==> src/rtl/uart_event_ctrl.sv <==
// Event-to-UART bridge: channel pulses become ASCII codes queued in a TX FIFO and sent 8N1,
// plus an independent 16x-oversampling 8N1 receiver.
module uart_event_ctrl #(
  parameter int         CLK_HZ     = 100_000_000,
  parameter int         BAUD       = 9600,
  parameter int         N_EVT      = 2,
  parameter logic [7:0] EVT_BASE   = 8'h41,
  parameter int         FIFO_DEPTH = 8
) (
  input  logic                          clk,
  input  logic                          reset,
  input  logic [N_EVT-1:0]              evt,
  input  logic                          rx,
  output logic                          tx,
  output logic                          tx_busy,
  output logic [$clog2(FIFO_DEPTH):0]   fifo_level,
  output logic                          evt_drop,
  output logic [7:0]                    rx_data,
  output logic                          rx_done,
  output logic                          rx_frame_err
);
  localparam int DIV_RAW = CLK_HZ / (BAUD * 16);
  localparam int DIV     = (DIV_RAW < 1) ? 1 : DIV_RAW;
  localparam int CW      = (DIV > 1) ? $clog2(DIV) : 1;
  localparam int AW      = $clog2(FIFO_DEPTH);
  localparam int LW      = AW + 1;

  typedef enum logic [1:0] {IDLE, START, DATA, STOP} state_t;

  logic [CW-1:0]    baud_cnt_q, baud_cnt_d;
  logic             tick;
  logic [N_EVT-1:0] pending_q, pending_d, clr;
  logic             drop_q, drop_d;
  logic             wr_en, pop, full, empty;
  logic [7:0]       wr_code, rd_byte;
  logic [7:0]       mem_q [FIFO_DEPTH];
  logic [7:0]       mem_d [FIFO_DEPTH];
  logic [AW-1:0]    wr_ptr_q, wr_ptr_d, rd_ptr_q, rd_ptr_d;
  logic [LW-1:0]    level_q, level_d;

  always_comb begin
    tick       = (baud_cnt_q == CW'(DIV - 1));
    baud_cnt_d = tick ? '0 : baud_cnt_q + CW'(1);
  end

  // Descending scan so the lowest-index pending channel wins the single write slot.
  always_comb begin
    clr     = '0;
    wr_code = EVT_BASE;
    if (!full) begin
      for (int i = N_EVT - 1; i >= 0; i--) begin
        if (pending_q[i]) begin
          clr     = '0;
          clr[i]  = 1'b1;
          wr_code = EVT_BASE + 8'(i);
        end
      end
    end
    wr_en     = |clr;
    pending_d = (pending_q & ~clr) | evt;
    drop_d    = drop_q | (|(evt & pending_q & ~clr));
  end

  always_comb begin
    full     = (level_q == LW'(FIFO_DEPTH));
    empty    = (level_q == '0);
    rd_byte  = mem_q[rd_ptr_q];
    mem_d    = mem_q;
    wr_ptr_d = wr_ptr_q;
    rd_ptr_d = rd_ptr_q;
    if (wr_en) begin
      mem_d[wr_ptr_q] = wr_code;
      wr_ptr_d        = wr_ptr_q + AW'(1);
    end
    if (pop) rd_ptr_d = rd_ptr_q + AW'(1);
    level_d = level_q + LW'(wr_en) - LW'(pop);
  end

  always_ff @(posedge clk) begin
    if (reset) begin
      baud_cnt_q <= '0;
      pending_q  <= '0;
      drop_q     <= 1'b0;
      wr_ptr_q   <= '0;
      rd_ptr_q   <= '0;
      level_q    <= '0;
    end else begin
      baud_cnt_q <= baud_cnt_d;
      pending_q  <= pending_d;
      drop_q     <= drop_d;
      wr_ptr_q   <= wr_ptr_d;
      rd_ptr_q   <= rd_ptr_d;
      level_q    <= level_d;
    end
  end

  always_ff @(posedge clk) begin
    mem_q <= mem_d;
  end

  // TX restarts its own tick phase at every pop so each bit is exactly 16*DIV clocks.
  state_t        tx_state_q;
  logic [CW-1:0] tx_div_q;
  logic [3:0]    tx_tcnt_q;
  logic [2:0]    tx_bit_q;
  logic [7:0]    tx_shift_q;
  logic          tx_q, tx_busy_q, tx_tick, tx_bit_end;

  always_comb begin
    pop        = (tx_state_q == IDLE) && !empty;
    tx_tick    = (tx_div_q == CW'(DIV - 1));
    tx_bit_end = tx_tick && (tx_tcnt_q == 4'd15);
  end

  always_ff @(posedge clk) begin
    if (reset) begin
      tx_state_q <= IDLE;
      tx_div_q   <= '0;
      tx_tcnt_q  <= '0;
      tx_bit_q   <= '0;
      tx_shift_q <= '0;
      tx_q       <= 1'b1;
      tx_busy_q  <= 1'b0;
    end else begin
      tx_div_q <= tx_tick ? '0 : tx_div_q + CW'(1);
      if (tx_tick) tx_tcnt_q <= tx_tcnt_q + 4'd1;
      case (tx_state_q)
        IDLE: if (pop) begin
          tx_state_q <= START;
          tx_shift_q <= rd_byte;
          tx_div_q   <= '0;
          tx_tcnt_q  <= '0;
          tx_q       <= 1'b0;
          tx_busy_q  <= 1'b1;
        end
        START: if (tx_bit_end) begin
          tx_state_q <= DATA;
          tx_bit_q   <= '0;
          tx_q       <= tx_shift_q[0];
        end
        DATA: if (tx_bit_end) begin
          if (tx_bit_q == 3'd7) begin
            tx_state_q <= STOP;
            tx_q       <= 1'b1;
          end else begin
            tx_shift_q <= tx_shift_q >> 1;
            tx_q       <= tx_shift_q[1];
            tx_bit_q   <= tx_bit_q + 3'd1;
          end
        end
        STOP: if (tx_bit_end) begin
          tx_state_q <= IDLE;
          tx_busy_q  <= 1'b0;
        end
      endcase
    end
  end

  state_t     rx_state_q;
  logic       rx_s1_q, rx_s2_q, rx_s3_q;
  logic [3:0] rx_tcnt_q;
  logic [2:0] rx_bit_q;
  logic [7:0] rx_shift_q, rx_data_q;
  logic       rx_done_q, rx_err_q;

  always_ff @(posedge clk) begin
    if (reset) begin
      rx_s1_q    <= 1'b1;
      rx_s2_q    <= 1'b1;
      rx_s3_q    <= 1'b1;
      rx_state_q <= IDLE;
      rx_tcnt_q  <= '0;
      rx_bit_q   <= '0;
      rx_shift_q <= '0;
      rx_data_q  <= '0;
      rx_done_q  <= 1'b0;
      rx_err_q   <= 1'b0;
    end else begin
      rx_s1_q   <= rx;
      rx_s2_q   <= rx_s1_q;
      rx_s3_q   <= rx_s2_q;
      rx_done_q <= 1'b0;
      rx_err_q  <= 1'b0;
      if (rx_state_q != IDLE && tick) rx_tcnt_q <= rx_tcnt_q + 4'd1;
      case (rx_state_q)
        IDLE: if (rx_s3_q && !rx_s2_q) begin
          rx_state_q <= START;
          rx_tcnt_q  <= '0;
        end
        START: if (tick && rx_tcnt_q == 4'd7) begin
          if (rx_s2_q) begin
            rx_state_q <= IDLE;
          end else begin
            rx_state_q <= DATA;
            rx_tcnt_q  <= '0;
            rx_bit_q   <= '0;
          end
        end
        DATA: if (tick && rx_tcnt_q == 4'd15) begin
          rx_shift_q <= {rx_s2_q, rx_shift_q[7:1]};
          rx_bit_q   <= rx_bit_q + 3'd1;
          if (rx_bit_q == 3'd7) rx_state_q <= STOP;
        end
        STOP: if (tick && rx_tcnt_q == 4'd15) begin
          rx_state_q <= IDLE;
          if (rx_s2_q) begin
            rx_data_q <= rx_shift_q;
            rx_done_q <= 1'b1;
          end else begin
            rx_err_q  <= 1'b1;
          end
        end
      endcase
    end
  end

  assign tx           = tx_q;
  assign tx_busy      = tx_busy_q;
  assign fifo_level   = level_q;
  assign evt_drop     = drop_q;
  assign rx_data      = rx_data_q;
  assign rx_done      = rx_done_q;
  assign rx_frame_err = rx_err_q;
endmodule

==> config.mk <==
export PLATFORM = sky130hd
export DESIGN_NAME = uart_event_ctrl
export DESIGN_NICKNAME = d
export VERILOG_FILES = /design/src/rtl/uart_event_ctrl.sv
export SDC_FILE = /design/constraint.sdc
export NUM_CORES = 1
export LEC_CHECK = 0
export ABC_AREA = 1
export CAP_MARGIN = 40
export CORE_MARGIN = 2
export CORE_UTILIZATION = 30
export DETAILED_ROUTE_END_ITERATION = 8
export PLACE_DENSITY = 0.43
export SYNTH_ARGS = -nofsm -noshare
export SYNTH_HDL_FRONTEND = slang
export SYNTH_SLANG_ARGS = --single-unit
==> constraint.sdc <==
create_clock -name clk -period 4.1 [get_ports clk]
set_input_delay 0.82 -clock clk [delete_from_list [all_inputs] [get_ports clk]]
set_output_delay 0.82 -clock clk [all_outputs]
set_load 0.005 [all_outputs]
After elaboration in Yosys (flattened, before gate mapping)
Index checks and enable logic that the tools add are counted.
- flip-flop bits (word level): 146
- latch bits: 0
- bits in writable memories: 0
- ROM bits: 0
- input port bits: 5
- output and inout bits: 17
- word-level logic and storage cells: 169
- memories: 0
- add/subtract/negate cells: 10
- $mul: 0
- div/mod/pow operators: 0
- order comparisons: 3
- equal/unequal tests: 26
- shifts and indexed selects: 0
- mux-type cells: 58
- bitwise gates (word level): 10
- reduce and logical (&&, ||, !) cells: 31
- operators by type and width (kind ; count):
    $bwmux 64 ; 1
    $mux 8 ; 8
    $mux 10 ; 3
    $mux 2 ; 15
    $mux 4 ; 7
    $bmux 8 s3 ; 1
    $demux 8 s3 ; 1
    $ne 2x2->1 const B ; 12
    $add 10x1->10 const B ; 2
    $eq 10x10->1 const B ; 2
    $mux 3 ; 6
    $pmux 2 s4 ; 2
    $pmux 8 s2 ; 1
    $reduce_and 4->1 ; 4
    $add 3x1->3 const B ; 4
    $eq 4x4->1 const B ; 3
    $pmux 3 s2 ; 2
    $reduce_and 5->1 ; 2
    $reduce_bool 2->1 ; 5
    $add 4x1->4 const B ; 2
    $eq 2x2->1 const B ; 4
    $ge 4x4->1 const B ; 2
    $mux 1 ; 8
    $not 3->4 ; 2
    other kinds (23) ; 39

Longest topological paths before layout
Gate-level depths: netlist (run 1).
- depth after elaboration: 7
- mapped depth: 12
- depth with buffers taken out: 12

Least setup slack after synthesis (run 1)
No wires, ideal clock.
- kind: register -> register
- from: register tx_state_q[0]
- to: register level_q[2] (netlist: fifo_level[2])
- library setup time: 0.128 ns
- data arrival time: 1.974 ns
- required time: 3.972 ns
- slack: 1.999 ns
- cell stages (with the launch flop): 12
- buffers on the path: 0
- period minus slack after synthesis: 2.101 ns
- cell sequence: dfxtp_1 inv_1 ha_1 inv_1 a21oi_2 ha_1 inv_1 ha_1 inv_1 fa_1 xor2_1 nor2_1
- cells in the longest elaborated chain, start to end: 3
- ends and longest elaborated chain (what ; RTL line ; source):
    from (decl) ; 102 ; state_t tx_state_q;
    from (signal assigned) ; 117 ; tx_state_q <= IDLE;
    from (signal assigned) ; 129 ; tx_state_q <= START;
    from (signal assigned) ; 137 ; tx_state_q <= DATA;
    $logic_not 2->1 ; 110 ; pop = (tx_state_q == IDLE) && !empty;
    $logic_and 1x1->1 ; 110 ;
    net pop ; 34 ; logic wr_en, pop, full, empty;
    $sub 4x1->4 ; 76 ; level_d = level_q + LW'(wr_en) - LW'(pop);
    to (signal assigned) ; 93 ; level_q <= level_d;
    to (decl) ; 39 ; logic [LW-1:0] level_q, level_d;
The timed path passes the listed nets, and every way through them passes these cells.
A chain may end at the register's enable or synchronous reset.

Worst setup path after layout (run 1)
- from: register tx_state_q[0]
- to: register level_q[3] (netlist: fifo_level[3])
Same word-level chain as after synthesis.

==> run_results.csv, run 1 <==
group,metric,value,unit
final_layout,multi_input_area,2000,sq um
min_path,min_from,"rx_s1_q",
run_status,status,"finished, final reports clean",
route,vias,3453,
route,ant_nets,0,
cts,cts-hold-fix-buffers,0,
sta,setup_viol,0,
floorplan,die_y,125,um
final_layout,fillers,1537,
cts,cts-resized-gates,0,
synthesis,yosys-top-cells-area,"dfxtp_1 (37%), edfxtp_1 (11%), nor2_1 (8.5%)",
setup_path,r2r_slack,1640,ps
setup_path,cp-start-kind,"flip-flop",
synthesis,synthMuxAreaShare,0,%
floorplan,core,14400,sq um
setup_path,ff2ff_path_depth,12,
sta,fin_crit_sh,60.0,%
sta,slew_headroom,61.0,%
synthesis,synth_top_area_cell,"dfxtp_1",
setup_path,regToRegEndpoint,"fifo_level[3]",
place,dp_hpwl,6580,um
floorplan,io_pins,22,
power_and_ir_drop,power,2.91,mW
synthesis,synth.most_common_cell,"nor2_1",
synthesis,yosys_most_used_dff,"dfxtp_1",
setup_path,cp_data_arrival_time,2740,ps
setup_path,cp-end-kind,"flip-flop",
sta,fin_crit,2460,ps
cts,cts_max_path_buffers,2,
flow_run,cap_violations,0,
cts,cts_made_buffers,9,
synthesis,ys.warnings.count,0,
cts,cts_sinks,97,
grt,grt_max_degree,25,
synthesis,yosysUniqueCellTypes,39,
sta,finalHoldViolCount,0,
sta,fin_setup_tns,0,ps
floorplan,row_count,44,
synthesis,synth_seq_cells,97,
synthesis,syn_inst,550,
synthesis,synth_edf_count,16,
route,routed_wl,9110,um
cts,root_buffer,"clkbuf_16",
final_layout,num_antenna_cells,0,
synthesis,synth_fa_ha_area_share,7.27,%
grt,track_usage,12.4,%
cts,htreeDepth,3,
synthesis,synthSimpleGateAreaFrac,25.7,%
setup_path,cp_max_fo,10,
sta,slew_viol_final,0,
grt,grt_antenna_before_repair,0,
final_layout,area_growth,17.0,%
power_and_ir_drop,p_leak,2.12,nW
final_layout,seqCellArea,2100,sq um
place,place_congestion,0.768,
synthesis,syn_area,4410,sq um
sta,tightest_slew,584,ps
route,drt-initial-drc-count,202,
power_and_ir_drop,ir_drop,198,uV
place,io_buffers,21,
synthesis,synth_top_area_share,36.8,%
final_layout,fin_nets,604,
sta,rsz0062_at_grt,"false",
cts,post_cts_buffers,0,
synthesis,yosys.area_share.xor_xnor,1.79,%
cts,clock_latency,350,ps
cts,cts_tree,"yes",
synthesis,synth.top_cells.by_count,"nor2_1 (100), nand2_1 (87), dfxtp_1 (81)",
sta,setup_slack,1640,ps
synthesis,synthArstFlopShare,0,%
grt,grt_overflow,0,
floorplan,floorplan.initialDensity,30.6,%
synthesis,yosysSeqAreaShare,47.7,%
min_path,holdPathStages,1,
route,wl_per_cell,11.9,um
floorplan,die_x,125,um
setup_path,crit_type,"flip-flop to flip-flop",
setup_path,crit_required,4380,ps
setup_path,reg2reg_from,"tx_state_q[0]",
final_layout,post-route-util,35.8,%
grt,grt_pass1_vias,3473,
sta,max_freq,406,MHz
floorplan,design.die.area,15700,sq um
power_and_ir_drop,p_per_area,565,nW/um^2
cts,clkSlewWorstSetupHoldPaths,70,ps
min_path,min_to,"rx_s2_q",
place,pre_cts_slack,1490,ps
route,drcViolationCount,0,
synthesis,synth.net_count,580,
sta,whs,421,ps
sta,fin_skew,4.24,ps
synthesis,synth_compound_area_share,10.6,%
grt,grt_pass1_wl,15900,um
synthesis,synth_top_family_by_area,"simple AND/OR/NAND/NOR gates",
final_layout,drive_gt1_share,8.29,%
min_path,min_path_type,"flip-flop to flip-flop",
route,drtPass1Iterations,4,
synthesis,synth_area_per_cell,8.01,sq um
route,vias_per_cell,4.53,
-- sequential cells by signal (all words and copies together) (netlist names), 2 cells and up, named ones only --
register and flops:
rx_shift_q 8, rx_tcnt_q 4, pending_q 2, tx_state_q 2, mem_q 16, tx_div_q 10, rd_ptr_q 3, rx_bit_q 3
fifo_level 4, tx_bit_q 3, tx_tcnt_q 4, baud_cnt_q 10, rx_data 8, wr_ptr_q 3, tx_shift_q 7
-- placed cells by master, fill, tap and decap left out, types with 4 or more instances in the layout --
master	n
a21oi_1	35
nor2_1	100
ha_1	24
clkdlybuf4s50_1	21
clkbuf_16	9
o21ai_0	42
xor2_1	6
edfxtp_1	16
inv_1	60
nand4_1	8
nor3_1	10
inv_2	7
nand2_1	87
or2_2	6
a31oi_1	4
dfxtp_1	81
nand3_1	20
nor2_2	6
-- worst max-delay path by stage --
stage                  start       endpoint  cells after the start
6_report       tx_state_q[0]  fifo_level[3]                     12
5_1_grt        tx_state_q[0]  fifo_level[3]                     12
4_1_cts        tx_state_q[0]  fifo_level[3]                     12
3_5_place_dp           reset  baud_cnt_q[6]                      6
3_3_place_gp           reset  baud_cnt_q[6]                      6
2_1_floorplan  tx_state_q[0]  fifo_level[2]                     11
-- critical path, stage by stage (launching register included) --
cell and delay (ps):
dfxtp_1 350, inv_1 120, ha_1 220, inv_1 80, a21oi_2 410, ha_1 300
inv_1 70, ha_1 280, nand2_1 70, nor2_1 40, a211oi_1 210, o21ai_0 110
a21oi_1 140
-- logic make-up after synthesis --
logic type | count (synthesis)
simple gates | 252
buf+inv | 78
fa+ha+maj | 25
flops | 97
compound gates | 89
xor+xnor | 9
-- final cells by class --
cell class	count	share of cell area [%]
repair buffers	23	4.37
clock inverters	6	2.23
inverters	68	4.95
well taps	184	4.46
clock buffers	10	4.44
flip-flops and latches	97	40.7
multi-input cells	375	38.8
-- metrics by stage --
stage	instances	instance area, sq um
floorplan	550	4410
global placement	747	4810
detailed placement	747	4810
CTS	763	5160
global route	763	5160
finish	763	5160
-- metal layers --
| layer | GRT usage [%] | share of wire [%] | vias up |
|---|---|---|---|
| li1 | - | - | 1832 |
| met1 | 15.2 | 47 | 1575 |
| met2 | 21.0 | 48 | 40 |
| met3 | 4.24 | 3.8 | 6 |
| met4 | 3.33 | 1.2 | 0 |
| met5 | 0 | 0 | - |
-- report_power, final --
part,switching (mW),internal (mW),total [mW],leakage [nW]
Clock,0.373,0.600,0.973,0.163
Combinational,0.491,0.291,0.783,1.15
Sequential,0.0910,1.07,1.16,0.803
(Power assumes the default switching activity.)
==> run 2, diff against run 1 <==
Settings changed: PLACE_DENSITY 0.43 to 0.44.
Clock period 4.1 ns to 1.95 ns, I/O delays scaled along.
==> run_results.csv, run 2 (synthesis results as in run 1) <==
group,metric,value,unit
cts,clock_latency,350,ps
setup_path,reg2reg_from,"fifo_level[3]",
power_and_ir_drop,ir_drop,471,uV
sta,fin_skew,6.60,ps
setup_path,cp_top_family,"adder cells",
final_layout,num_antenna_cells,0,
floorplan,design.die.area,15700,sq um
sta,setup_slack,74.2,ps
sta,slew_viol_final,0,
min_path,min_from,"rx_s1_q",
cts,cts_sinks,97,
cts,cts-hold-fix-buffers,0,
setup_path,cp-start-kind,"flip-flop",
route,routed_wl,9310,um
setup_path,crit_chain,"inv_2 > ha_4 > a21oi_4 > ha_4 > inv_1 > ha_2 > inv_2 > fa_2 > nor2_1",
floorplan,io_pins,22,
grt,track_usage,12.7,%
sta,slew_headroom,62.9,%
sta,max_freq,533,MHz
setup_path,cp_data_arrival_time,2120,ps
sta,fin_crit_sh,96.2,%
route,wl_per_cell,11.8,um
final_layout,final_common_cell,"nor2_1",
power_and_ir_drop,p_per_area,1170,nW/um^2
grt,grt_overflow,0,
final_layout,fin_cells,786,
place,placedCellCount,765,
final_layout,area_growth,22.3,%
floorplan,floorplan.initialDensity,30.6,%
cts,cts_max_path_buffers,2,
sta,fin_crit,1880,ps
route,drtPass1Iterations,4,
power_and_ir_drop,p_leak,2.23,nW
place,place_congestion,0.809,
final_layout,reg_top3,"mem_q: 16 flops, baud_cnt_q: 10 flops, tx_div_q: 10 flops",
route,vias_per_cell,4.49,
place,pre_cts_slack,-17.2,ps
place,dp_hpwl,6790,um
cts,cts_made_buffers,9,
final_layout,largest_reg_flops,16,
cts,root_buffer,"clkbuf_16",
sta,finalHoldViolCount,0,
cts,clkSlewWorstSetupHoldPaths,70,ps
floorplan,core,14400,sq um
min_path,min_path_type,"flip-flop to flip-flop",
setup_path,critPathBufInv,3,
setup_path,slowest_delay,510,ps
grt,grt_max_degree,22,
setup_path,cp-startpoint,"fifo_level[3]",
grt,grt_pass1_vias,3456,
setup_path,cp-end-kind,"flip-flop",
grt,grt_pass1_wl,16200,um
route,drt-initial-drc-count,130,
setup_path,crit_type,"flip-flop to flip-flop",
route,ant_nets,0,
route,drcViolationCount,0,
cts,htreeDepth,3,
final_layout,mostFrequentLayoutCells,"nor2_1 (99), nand2_1 (86), dfxtp_1 (77), inv_1 (55), o21ai_0 (42)",
sta,fin_setup_tns,0,ps
sta,tightest_slew,555,ps
setup_path,slowest_stage,"fa_2",
final_layout,regMostFlops,"mem_q",
sta,setup_viol,0,
floorplan,die_y,125,um
setup_path,cp_max_fo,3,
final_layout,drive_gt1_share,15.1,%
place,io_buffers,21,
floorplan,row_count,44,
run_status,status,"finished, final reports clean",
floorplan,die_x,125,um
power_and_ir_drop,power,6.31,mW
setup_path,crit_required,2200,ps
flow_run,cap_violations,0,
final_layout,fin_nets,627,
cts,cts_tree,"yes",
route,vias,3527,
grt,grt_antenna_before_repair,0,
run 2: changes by cell type in the layout (fill, tap and decap cells not counted), sizes merged:
cell / change
clkinvlp: -1
bufinv: -2
clkinv: +1
inv: +2
buf: +23
run 2: area by class of cell:
type | count | area [sq um]
Sequential cell | 97 | 2110
Tap cell | 184 | 230
Fill cell | 1490 | 9030
Clock inverter | 6 | 66.3
Clock buffer | 10 | 239
Inverter | 68 | 258
Multi-Input combinational cell | 375 | 2090
Timing Repair Buffer | 46 | 398
run 2: worst reg2reg max path: cells and delay by family, from the launching register on:
| family | cells | cell delay (ps) |
|---|---|---|
| compound gates | 1 | 170 |
| flops | 1 | 370 |
| fa+ha+maj | 4 | 1040 |
| buf+inv | 3 | 140 |
| simple gates | 1 | 40 |
run 2: metal layers:
metal  vias to the layer above  wire (um)  track usage, %
met5                         -          0               0
met2                        44       4050            19.4
met3                         9        293            3.59
met1                      1592       4820            17.1
met4                         0        139            4.58
li1                       1882          -               -
run 2: worst paths after layout:
check | endpoint | slack (ps) | depth (start not counted)
worst min register to register | rx_s2_q | 430 | 1
worst max-delay path | fifo_level[1] | 70 | 9
worst max register to register | fifo_level[1] | 70 | 9
worst min-delay path | rx_s2_q | 430 | 1
run 2: what timing repair did:
action	in CTS	in global routing
endpoints found under the setup margin	3	5
setup buffers	0	5
gates resized for setup	4	11
cloned	0	0
pin swaps	0	4
run 2: power breakdown:
part / switching (mW) / internal (mW) / leakage, nW / total (mW)
sequential: 0.186 / 2.25 / 0.804 / 2.44
combinational: 1.17 / 0.878 / 1.27 / 2.05
clock: 0.786 / 1.03 / 0.155 / 1.82
total: 2.14 / 4.16 / 2.23 / 6.31
run 2: through the flow:
stage	area, sq um	hold slack (ps)	util [%]
floorplan	4440	389	-
global placement	4980	400	34.6
detailed placement	4980	403	34.6
CTS	5300	422	36.7
global route	5390	448	37.4
finish	5390	426	37.4
==> run 3, diff against run 2 <==
Settings changed: GPL_ROUTABILITY_DRIVEN set to 0, PLACE_DENSITY 0.44 to 0.52.
==> run_results.csv, run 3 (synthesis results as in run 1) <==
group,metric,value,unit
run_status,status,"finished, final reports clean",
sta,fin_skew,8.45,ps
setup_path,cp_max_fo,3,
route,routed_wl,8680,um
route,ant_nets,0,
sta,whs,415,ps
floorplan,io_pins,22,
sta,setup_viol,0,
sta,fin_setup_tns,0,ps
cts,cts-hold-fix-buffers,0,
min_path,holdPathStages,1,
floorplan,core,14400,sq um
final_layout,mostFrequentLayoutCells,"nor2_1 (99), nand2_1 (86), dfxtp_1 (77), inv_1 (55), o21ai_0 (41)",
setup_path,cp-start-kind,"flip-flop",
sta,fin_crit_sh,96.6,%
final_layout,fillers,1491,
final_layout,fin_cells,774,
grt,grt_pass1_vias,3374,
place,pre_cts_slack,10.3,ps
setup_path,cp-end-kind,"flip-flop",
grt,top_usage_layer,"met2",
route,vias,3501,
cts,cts_made_buffers,9,
power_and_ir_drop,ir_drop,450,uV
setup_path,crit_required,2170,ps
cts,clock_latency,340,ps
cts,htreeDepth,3,
final_layout,multi_input_area,2070,sq um
floorplan,die_y,125,um
sta,finalHoldViolCount,0,
setup_path,reg2reg_from,"fifo_level[2]",
place,placedCellCount,757,
setup_path,regToRegEndpoint,"fifo_level[1]",
final_layout,reg_top3,"mem_q: 16 flops, baud_cnt_q: 10 flops, tx_div_q: 10 flops",
final_layout,final_common_cell,"nor2_1",
grt,use_met2,19.7,%
setup_path,cp_data_arrival_time,2110,ps
grt,grt_max_degree,34,
min_path,min_to,"rx_s2_q",
final_layout,seqCellArea,2110,sq um
sta,tightest_slew,539,ps
route,vias_per_cell,4.52,
final_layout,largest_reg_flops,16,
min_path,min_from,"rx_s1_q",
setup_path,cp-startpoint,"fifo_level[2]",
sta,slew_headroom,64.0,%
grt,track_usage,11.4,%
route,drt-initial-drc-count,177,
cts,cts_sinks,97,
final_layout,num_antenna_cells,0,
route,drcViolationCount,0,
power_and_ir_drop,power,6.14,mW
grt,gr-usage-met3,2.48,%
floorplan,row_count,44,
sta,max_freq,531,MHz
place,dp_hpwl,6220,um
route,wl_per_cell,11.2,um
route,drtPass1Iterations,4,
final_layout,area_growth,20.1,%
cts,clkSlewWorstSetupHoldPaths,70,ps
cts,root_buffer,"clkbuf_16",
sta,fin_crit,1880,ps
min_path,min_path_type,"flip-flop to flip-flop",
grt,grt_antenna_before_repair,0,
final_layout,regMostFlops,"mem_q",
setup_path,r2r_slack,70,ps
floorplan,floorplan.initialDensity,30.6,%
cts,cts_tree,"yes",
sta,slew_viol_final,0,
flow_run,cap_violations,0,
setup_path,crit_type,"flip-flop to flip-flop",
grt,use_met1,14.1,%
grt,grt_overflow,0,
setup_path,ff2ff_path_depth,10,
floorplan,die_x,125,um
floorplan,design.die.area,15700,sq um
final_layout,drive_gt1_share,13.1,%
power_and_ir_drop,p_leak,2.17,nW
cts,cts_max_path_buffers,2,
power_and_ir_drop,p_per_area,1160,nW/um^2
place,io_buffers,21,
final_layout,fin_nets,616,
grt,grt_pass1_wl,15100,um
sta,setup_slack,66.2,ps
run 3: cell types whose count changed in the layout (fill, tap and decap cells not counted), moves of 2 or more:
cell,delta
inv_2,-2
buf_4,-12
ha_4,-2
clkbuf_1,+2
ha_2,+2
run 3: power breakdown:
part / internal (mW) / leakage (nW) / switching, mW / total, mW
combinational: 0.811 / 1.22 / 1.12 / 1.93
clock: 1.06 / 0.146 / 0.721 / 1.78
sequential: 2.26 / 0.805 / 0.179 / 2.43
run 3: worst max-delay path, cell delays in order, from the launching register on:
cell and delay (ps):
dfxtp_2 340, inv_2 50, ha_2 180, nand2_2 100, o21ai_4 80, ha_4 240, inv_1 50, ha_2 160
inv_2 40, fa_2 510, nor2_1 40
run 3: timing repair:
action,4_1_cts,5_1_grt
endpoints found under the setup margin,1,3
gates resized for setup,1,13
cloned,0,0
endpoints found under the hold margin,0,0
pin swaps,0,3
buffers inserted,0,2
run 3: layout make-up:
class	count	area share [%]
timing repair buffer	35	6.19
inverter	68	4.92
sequential	97	39.9
tap	184	4.35
clock buffer	13	4.92
multi-input combinational	375	39.0
clock inverter	2	0.733
run 3: layer usage:
layer,routed length (um),up-vias
li1,-,1853
met1,4220,1591
met2,4070,45
met3,255,12
met4,128,0
met5,0,-
run 3: stage by stage:
step                      utilization [%]  instance area [sq um]
final                                36.7                   5290
after global routing                 36.7                   5290
after CTS                            36.3                   5240
after detailed placement             34.2                   4940
after global placement               34.2                   4940
after floorplan                         -                   4440
run 3: worst max-delay path by stage:
stage,endpoint,cells past startpoint,slack (ps)
floorplan,fifo_level[1],9,1
global placement,fifo_level[1],10,40
detailed placement,fifo_level[3],12,10
CTS,fifo_level[3],12,4
global route,fifo_level[2],10,-6
finish,fifo_level[1],10,70
